<file path="config.mk">
export PLATFORM = sky130hd
export DESIGN_NAME = iob_2p_fifo_ctrl
export DESIGN_NICKNAME = d
export VERILOG_FILES = /design/src/rtl/iob_2p_fifo_ctrl.sv
export SDC_FILE = /design/constraint.sdc
export NUM_CORES = 1
export LEC_CHECK = 0
export BUFFER_PORTS_ARGS = -buffer_cell sky130_fd_sc_hd__buf_2
export CORE_MARGIN = 3
export CORE_UTILIZATION = 55
export CTS_CLUSTER_DIAMETER = 30
export CTS_CLUSTER_SIZE = 25
export DETAILED_ROUTE_END_ITERATION = 7
export GPL_TIMING_DRIVEN = 0
export PLACE_DENSITY = 0.85
export SKIP_CTS_REPAIR_TIMING = 1
export SYNTH_ARGS = -nofsm -noshare
export SYNTH_HDL_FRONTEND = slang
export SYNTH_SLANG_ARGS = --single-unit
</file>
<file path="constraint.sdc">
create_clock -name clk -period 5.25 [get_ports clk]
set_input_delay 0.525 -clock clk [delete_from_list [all_inputs] [get_ports clk]]
set_output_delay 0.525 -clock clk [all_outputs]
set_load 0.02 [all_outputs]
</file>
<file path="src/rtl/iob_2p_fifo_ctrl.sv">
// iob_2p_fifo_ctrl
// ----------------
// Synchronous FIFO controller that sits directly in front of iob_2p_mem.
// It owns the read/write pointers, the occupancy counter and full/empty
// status, and steers the memory's write and read ports.
//
// The memory cannot read in a cycle where it writes, so at most one port
// is granted per cycle. When a push and a pop are both eligible, a
// round-robin priority bit decides which one goes, and that bit flips after
// every such contention cycle. Read data appears on the memory output one
// cycle after a pop grant; rdata_valid marks that cycle.
//
// Optional feature: define IOB_2P_FIFO_CTRL_ALMOST_EN to add the AFULL_TH /
// AEMPTY_TH parameters and the registered almost_full / almost_empty outputs.
// The default build (macro undefined) has neither.

module iob_2p_fifo_ctrl #(
    parameter int DATA_W = 8,
    parameter int ADDR_W = 6
`ifdef IOB_2P_FIFO_CTRL_ALMOST_EN
   ,parameter int AFULL_TH  = (2 ** ADDR_W) - 2,
    parameter int AEMPTY_TH = 2
`endif
) (
    input  logic              clk,
    input  logic              rst,

    // producer side
    input  logic              push,
    input  logic [DATA_W-1:0] push_data,
    output logic              push_ready,

    // consumer side
    input  logic              pop,
    output logic              pop_ready,
    output logic              rdata_valid,

    // status
    output logic              full,
    output logic              empty,
    output logic [ADDR_W:0]   level,
`ifdef IOB_2P_FIFO_CTRL_ALMOST_EN
    output logic              almost_full,
    output logic              almost_empty,
`endif

    // iob_2p_mem control
    output logic              mem_w_en,
    output logic              mem_w_port_en,
    output logic [ADDR_W-1:0] mem_w_addr,
    output logic [DATA_W-1:0] mem_data_in,
    output logic [ADDR_W-1:0] mem_r_addr,
    output logic              mem_r_port_en
);

    // Pointers carry one extra bit beyond the memory address. Equal pointers
    // mean empty; pointers whose low bits match but whose top bits differ
    // mean the writer is exactly one lap ahead, i.e. full.
    localparam logic [ADDR_W:0] LP_ONE = {{ADDR_W{1'b0}}, 1'b1};

`ifdef IOB_2P_FIFO_CTRL_ALMOST_EN
    localparam logic [ADDR_W:0] LP_AFULL_TH  = AFULL_TH[ADDR_W:0];
    localparam logic [ADDR_W:0] LP_AEMPTY_TH = AEMPTY_TH[ADDR_W:0];
`endif

    // state
    logic [ADDR_W:0] r_wptr;
    logic [ADDR_W:0] r_rptr;
    logic [ADDR_W:0] r_level;
    logic            r_prio;
    logic            r_rdataValid;
`ifdef IOB_2P_FIFO_CTRL_ALMOST_EN
    logic            r_almostFull;
    logic            r_almostEmpty;
`endif

    // combinational helpers
    logic            w_full;
    logic            w_empty;
    logic            w_pushElig;
    logic            w_popElig;
    logic            w_contend;
    logic            w_pushGrant;
    logic            w_popGrant;
    logic [ADDR_W:0] w_levelNext;

    // Status is derived purely from the pointers, so it can never disagree
    // with where the pointers actually are.
    always_comb begin
        w_full  = (r_wptr[ADDR_W] != r_rptr[ADDR_W]) &&
                  (r_wptr[ADDR_W-1:0] == r_rptr[ADDR_W-1:0]);
        w_empty = (r_wptr == r_rptr);
    end

    // Arbitration: a request is eligible only when the FIFO can honour it;
    // under contention the priority bit picks the winner, otherwise the
    // single eligible request wins outright.
    always_comb begin
        w_pushElig  = push && !w_full;
        w_popElig   = pop && !w_empty;
        w_contend   = w_pushElig && w_popElig;
        w_pushGrant = w_pushElig && (!w_popElig || !r_prio);
        w_popGrant  = w_popElig && (!w_pushElig || r_prio);
    end

    // Next occupancy; the grants are mutually exclusive so at most one
    // adjustment applies. Shared by the level register and the almost flags.
    always_comb begin
        w_levelNext = r_level;
        if (w_pushGrant) begin
            w_levelNext = r_level + LP_ONE;
        end else if (w_popGrant) begin
            w_levelNext = r_level - LP_ONE;
        end
    end

    // Pointer, level, round-robin and read-valid registers; an asynchronous
    // reset drops everything, including a read that is still in flight.
    always_ff @(posedge clk or posedge rst) begin
        if (rst) begin
            r_wptr       <= '0;
            r_rptr       <= '0;
            r_level      <= '0;
            r_prio       <= 1'b0;
            r_rdataValid <= 1'b0;
        end else begin
            if (w_pushGrant) begin
                r_wptr <= r_wptr + LP_ONE;
            end
            if (w_popGrant) begin
                r_rptr <= r_rptr + LP_ONE;
            end
            r_level      <= w_levelNext;
            r_rdataValid <= w_popGrant;
            if (w_contend) begin
                r_prio <= !r_prio;
            end
        end
    end

`ifdef IOB_2P_FIFO_CTRL_ALMOST_EN
    // Almost flags are computed from the next-state level so they change on
    // the same edge as level itself rather than a cycle behind it.
    always_ff @(posedge clk or posedge rst) begin
        if (rst) begin
            r_almostFull  <= 1'b0;
            r_almostEmpty <= 1'b1;
        end else begin
            r_almostFull  <= (w_levelNext >= LP_AFULL_TH);
            r_almostEmpty <= (w_levelNext <= LP_AEMPTY_TH);
        end
    end

    assign almost_full  = r_almostFull;
    assign almost_empty = r_almostEmpty;
`endif

    // Memory port drive: enables follow the grants; addresses always show
    // the current pointer low bits even when the port is idle.
    always_comb begin
        mem_w_en      = w_pushGrant;
        mem_w_port_en = w_pushGrant;
        mem_w_addr    = r_wptr[ADDR_W-1:0];
        mem_data_in   = push_data;
        mem_r_port_en = w_popGrant;
        mem_r_addr    = r_rptr[ADDR_W-1:0];
    end

    assign push_ready  = w_pushGrant;
    assign pop_ready   = w_popGrant;
    assign rdata_valid = r_rdataValid;
    assign full        = w_full;
    assign empty       = w_empty;
    assign level       = r_level;

endmodule

</file>
---- Word-level counts from Yosys, hierarchy flattened ----
Index checks and enable logic that the tools add are counted.
cells by class
  add/subtract/negate cells ............... 4
  multiplexer cells ....................... 2
  reduce and logical (&&, ||, !) cells .... 14
  eq/ne operators ......................... 3
operators by type and width
  cell                                              count
  adder 7 x 1 -> 7 bit, second input constant       3
  2-to-1 mux 7 bit                                  2
  equality test 7 bit                               1
  subtractor 7 x 1 -> 7 bit, second input constant  1
  equality test 6 bit                               1
  logical AND 1 bit                                 6
  logical NOT 1 bit                                 5
  logical OR 1 bit                                  2
  nonzero test 2 bit                                1
  inequality test 1 bit                             1
word-level totals
  input port bits ......................... 12
  output and inout port bits .............. 35
  bits in registers ....................... 23

---- Logic depth before layout (Yosys ltp) ----
  depth in word-level cells ............... 9
  gate-level depth with buffers ........... 12
  depth with buffers taken out ............ 11

---- Worst setup path before layout ----
OpenSTA, ideal clock, no wires.
  path type ............................... flip-flop to flip-flop
  from .................................... register r_rptr[5]
  to ...................................... register r_level[6] (netlist: level[6])
  required time ........................... 5160 ps
  path slack .............................. 1671 ps
  cell stages (with the launch flop) ...... 12
  setup time .............................. 90 ps
  path buffers ............................ 0
  period minus slack after synthesis ...... 3579 ps
  arrival time ............................ 3489 ps
  path through ............................ dfrtp_1 -> xor2_1 -> or4_4 -> o211a_4 -> nor2_2 -> inv_1 -> fa_1 -> a211oi_1 -> o21bai_1 -> a21o_1 -> or4_1 -> o2111ai_1
RTL lines
  what                                                           RTL line  RTL
  from (decl)                                                    68        logic [ADDR_W:0] r_rptr;
  from (signal assigned)                                         131       r_rptr <= r_rptr + LP_ONE;
  equality test 7 bit                                            92        w_empty = (r_wptr == r_rptr);
  logical NOT 1 bit                                              100       w_popElig = pop && !w_empty;
  logical AND 1 bit                                              100
  logical NOT 1 bit                                              102       w_pushGrant = w_pushElig && (!w_popElig || !r_prio);
  logical OR 1 bit                                               102
  logical AND 1 bit *                                            102
  net mem_w_en                                                   48        output logic mem_w_en,
  2-to-1 mux 7 bit / nonzero test 2 bit (equally long branches)  --
  to (signal assigned)                                           133       r_level <= w_levelNext;
  to (decl)                                                      69        logic [ADDR_W:0] r_level;
Mark *: on every way through the listed nets, which the timed path passes. The rest lies on a longest branch.
A chain may end at the register's enable or synchronous reset.

---- Worst setup path in the final report ----
  from .................................... register r_rptr[5]
  to ...................................... register r_level[6] (netlist: level[6])
between the ends
  longest elaborated chain between the ends .. 8
ends and longest elaborated chain
  what                                 RTL line  RTL
  equality test 6 bit                  91        (r_wptr[ADDR_W-1:0] == r_rptr[ADDR_W-1:0]);
  logical AND 1 bit                    90        w_full = (r_wptr[ADDR_W] != r_rptr[ADDR_W]) &&
  logical NOT 1 bit                    99        w_pushElig = push && !w_full;
  logical AND 1 bit                    99
  logical NOT 1 bit                    103       w_popGrant = w_popElig && (!w_pushElig || r_prio);
  logical OR 1 bit                     103
  logical AND 1 bit                    103
  nonzero test 2 bit (no source line)  --
Parallel ways exist; a longest one is shown, timed or not.

==> results.txt <==
- Total number of clock tree sinks: 23
- Length in cells of the worst reg-to-reg path: 11
- Detailed placement finished with a half-perimeter wire length of about 2500 um.
- Across all layers, the routed design uses 1245 vias.
- The pre-antenna-repair detailed-routing pass consisted of 4 iterations.
- Entering global routing, the biggest net connects 24 pins.
- Counting along the longest clock path gives a buffer depth of 2.
- Storage cell area: 576 um2
- Number of antenna violations at the first check in global routing: 0
* Peak supply drop: 0.433 mV
* Capturing point of the worst reg2reg path: level[6]
- Adding up every negative setup slack in the final design gives 0 ns.
- Most common library cell in the layout ignoring fill and taps: sky130_fd_sc_hd__buf_2
- The setup path with the least slack is of type reg2reg.
* Power per standard cell area: between 600 and 700 nW/um2
- The average instance in the mapped netlist occupies 10.3 um2.
- In this run, synthesis inferred 0 flip-flops with an integrated enable.
- STA classifies the critical path endpoint as a flop.
- Number of rows in the core area: 18
* Residual DRC: 0
- # Max-Cap Violations: 0
- The netlist uses 36 different library cells.
* First-pass GRT wire length: between 4000 and 5000 um
* Vert. Die Dim: between 50 and 60 um
- Final period demand of the worst path: 3.75 ns
- Across all register-to-register paths, the minimum setup slack is between 1.5 and 2 ns.
- Critical path arrival: ~4.0 ns
- Summing internal, switching and leakage power gives 1.24 mW.
- The min-delay analysis places its worst path in the category in2async.
- # H-tree levels: 1
- For this run, the post-layout net count is about 210.
- The region available for standard cell placement spans ~2600 um2.
- The total overflow left after global routing is 0.
- Global routing used 18.7% of the available tracks across all layers.
- Unrepaired setup endpoints after global routing: false
- Number of global-route vias before repair: roughly 1200
- Measured along the x axis, the die boundary spans approximately 60 um.
- Sequential cells were found to cover between 30% and 40% of the synthesized design area.
- The critical path goes through xor2_1 > or4_4 > o211a_4 > nor2_2 > inv_1 > fa_1 > a211oi_1 > o21bai_1 > a21o_1 > or4_1 > o2111ai_1.
* Worst Path Required: around 5.5 ns
- The later pin in the worst-skew pair is clocked with a latency of 0.31 ns.
- The final layout contains routed wiring with a total length of 3170 um.
* Count of antenna diodes in the layout: 0
- Once the floorplan was initialized, standard cells occupied 60.2% of the core.
* Worst Path Max Fanout: 7
* Number of synthesized register bits: 23
- In the routed layout, each cell is associated on average with a via count of 5.61.
- Post-Syn Area: 1550 um2
- Post-route cell area: 1800 um2
* Leak Pwr: 0.907 nW
- Filler instances: 193
* Final number of hold-violating endpoints: 0
- Total die area: 3480 um2
* CTS tree: done
* Post-route core utilization: 70.2%
- Reg2reg start: r_rptr[5]
- At the end of routability-driven placement, the weighted congestion stood at 0.955.
- The flow ran to the end, and the final reports show no timing, DRC or antenna violations.
* Max-slew headroom: approximately 41%
- The area growth from synthesis to layout is 16.5%.
- Count of routing violations after the opening detailed-route iteration: 37
* CTS buffer count: 3
- On the critical path, the stage with the largest delay is an instance of sky130_fd_sc_hd__or4_4.
* Commonest non-fill, non-tap cells in the layout: 38 x sky130_fd_sc_hd__buf_2, 23 x sky130_fd_sc_hd__buf_4, 23 x sky130_fd_sc_hd__dfrtp_1
- Post-route ant nets: 0
- For this run, the slowest stage of the critical path takes 0.60 ns.
- After clock tree synthesis, the clock-pin slew on the worst setup and hold paths is 0.12 ns.
- Ratio of cells with drive above 1 in the final layout: 41.7%
- Clock tree synthesis selected as its root buffer the cell sky130_fd_sc_hd__clkbuf_4.
- Final number of setup-violating endpoints: 0
* Yosys Warn Count: 0
- After detailed routing, the average wire length per cell comes to about 14 um.
- Cell area reported after detailed placement: 1770 um2
- The count of buffers added on input and output ports is 38.
- The number of max-slew violations in the final report is 0.
* Largest clock skew in the final design: 0.00220 ns
- Measured slew at the worst slew-check pin: 0.873 ns
- The worst setup path is launched from a flop.
- Dividing the final minimum period by the clock period gives around 70%.
- Highest clock rate: 267 MHz
* Net count after synthesis: 170
- Footprint of the multi-input gates: 763 um2
- Async set-or-reset flop fraction in the synthesized netlist: 100%
- Most instantiated flip-flop cell in the synthesis netlist: sky130_fd_sc_hd__dfrtp_1
* Gate Count Post-Synth: 150
* Number of top-level design ports: 47
-- area by class of cell --
cell class	instances	share of cell area, %
clock inverters	1	0.278
inverters	8	1.67
clock buffers	3	1.25
well taps	30	2.08
repair buffers	38	10.6
plain buffers	24	9.86
flip-flops and latches	23	31.9
multi-input cells	95	42.4
-- synthesized netlist by cell type (2+ instances only) --
cell type,number,area [um2]
sky130_fd_sc_hd__o2111ai_1,2,17.5
sky130_fd_sc_hd__xnor2_1,2,17.5
sky130_fd_sc_hd__nor4_1,3,18.8
sky130_fd_sc_hd__a21o_1,3,22.5
sky130_fd_sc_hd__nor3_1,9,45.0
sky130_fd_sc_hd__ha_1,7,87.6
sky130_fd_sc_hd__xor2_1,21,184
sky130_fd_sc_hd__a21oi_1,3,15.0
sky130_fd_sc_hd__inv_1,8,30.0
sky130_fd_sc_hd__nand2_1,3,11.3
sky130_fd_sc_hd__a211oi_1,2,15.0
sky130_fd_sc_hd__buf_4,23,173
sky130_fd_sc_hd__mux2_2,7,78.8
sky130_fd_sc_hd__o21ai_0,3,15.0
sky130_fd_sc_hd__nor2_1,4,15.0
sky130_fd_sc_hd__or4_1,3,22.5
sky130_fd_sc_hd__nand3_1,6,30.0
sky130_fd_sc_hd__dfrtp_1,23,576
-- routing by layer --
metal,global-route usage [%],up-vias,routed length [um]
li1,-,592,-
met1,22.0,594,1330
met2,31.9,48,1560
met3,5.01,11,203
met4,8.09,0,83
met5,0,-,0
-- flip-flops by register name (all words and copies together) (netlist names) --
name / flops
level: 7
r_rptr: 7
r_wptr: 7
r_prio: 1
rdata_valid: 1
-- through the flow --
step                      cells  hold WS, ns  setup WS, ns
final                       222        0.362          1.50
after global routing        222        0.430          1.27
after CTS                   222        0.395          1.50
after detailed placement    218        0.484          1.52
after global placement      218        0.481          1.60
after floorplan             150        0.462          1.67
-- how the worst max path moves through the flow --
stage                     startpoint  endpoint  slack, ns  depth (start not counted)
after floorplan            r_rptr[5]  level[6]       1.67                         11
after global placement     r_rptr[5]  level[6]       1.60                         11
after detailed placement   r_rptr[5]  level[6]       1.52                         11
after CTS                  r_rptr[5]  level[6]       1.50                         11
after global routing       r_rptr[5]  level[6]       1.27                         11
final                      r_rptr[5]  level[6]       1.50                         11
-- report_power, final --
group,total [mW],internal [mW],switching (mW)
clock,0.0824,0.0285,0.0538
combinational,0.771,0.350,0.421
sequential,0.384,0.266,0.118
-- cell families (layout without fill, tap and decap cells) --
logic type,count (synthesis),count (layout),synth area share [%]
AO/OA/AOI/OAI,20,20,10.0
flip-flops,23,23,37.2
buffers and inverters,32,74,13.4
adder cells (fa/ha/maj),8,8,6.96
multiplexers,7,7,5.10
XOR/XNOR,23,23,13.0
AND/OR/NAND/NOR,37,37,14.2
-- worst max-delay path, delay by kind of cell, from the launching register on --
| family | cells | cell delay [ns] |
|---|---|---|
| DFF | 1 | 0.46 |
| buffers and inverters | 1 | 0.22 |
| AOI/OAI and AO/OA | 5 | 1.08 |
| xor gates and xnor gates | 1 | 0.22 |
| adders and majority gates | 1 | 0.46 |
| and+or+nand+nor | 3 | 1.24 |
Note: power is estimated with default switching activity, not from simulation.
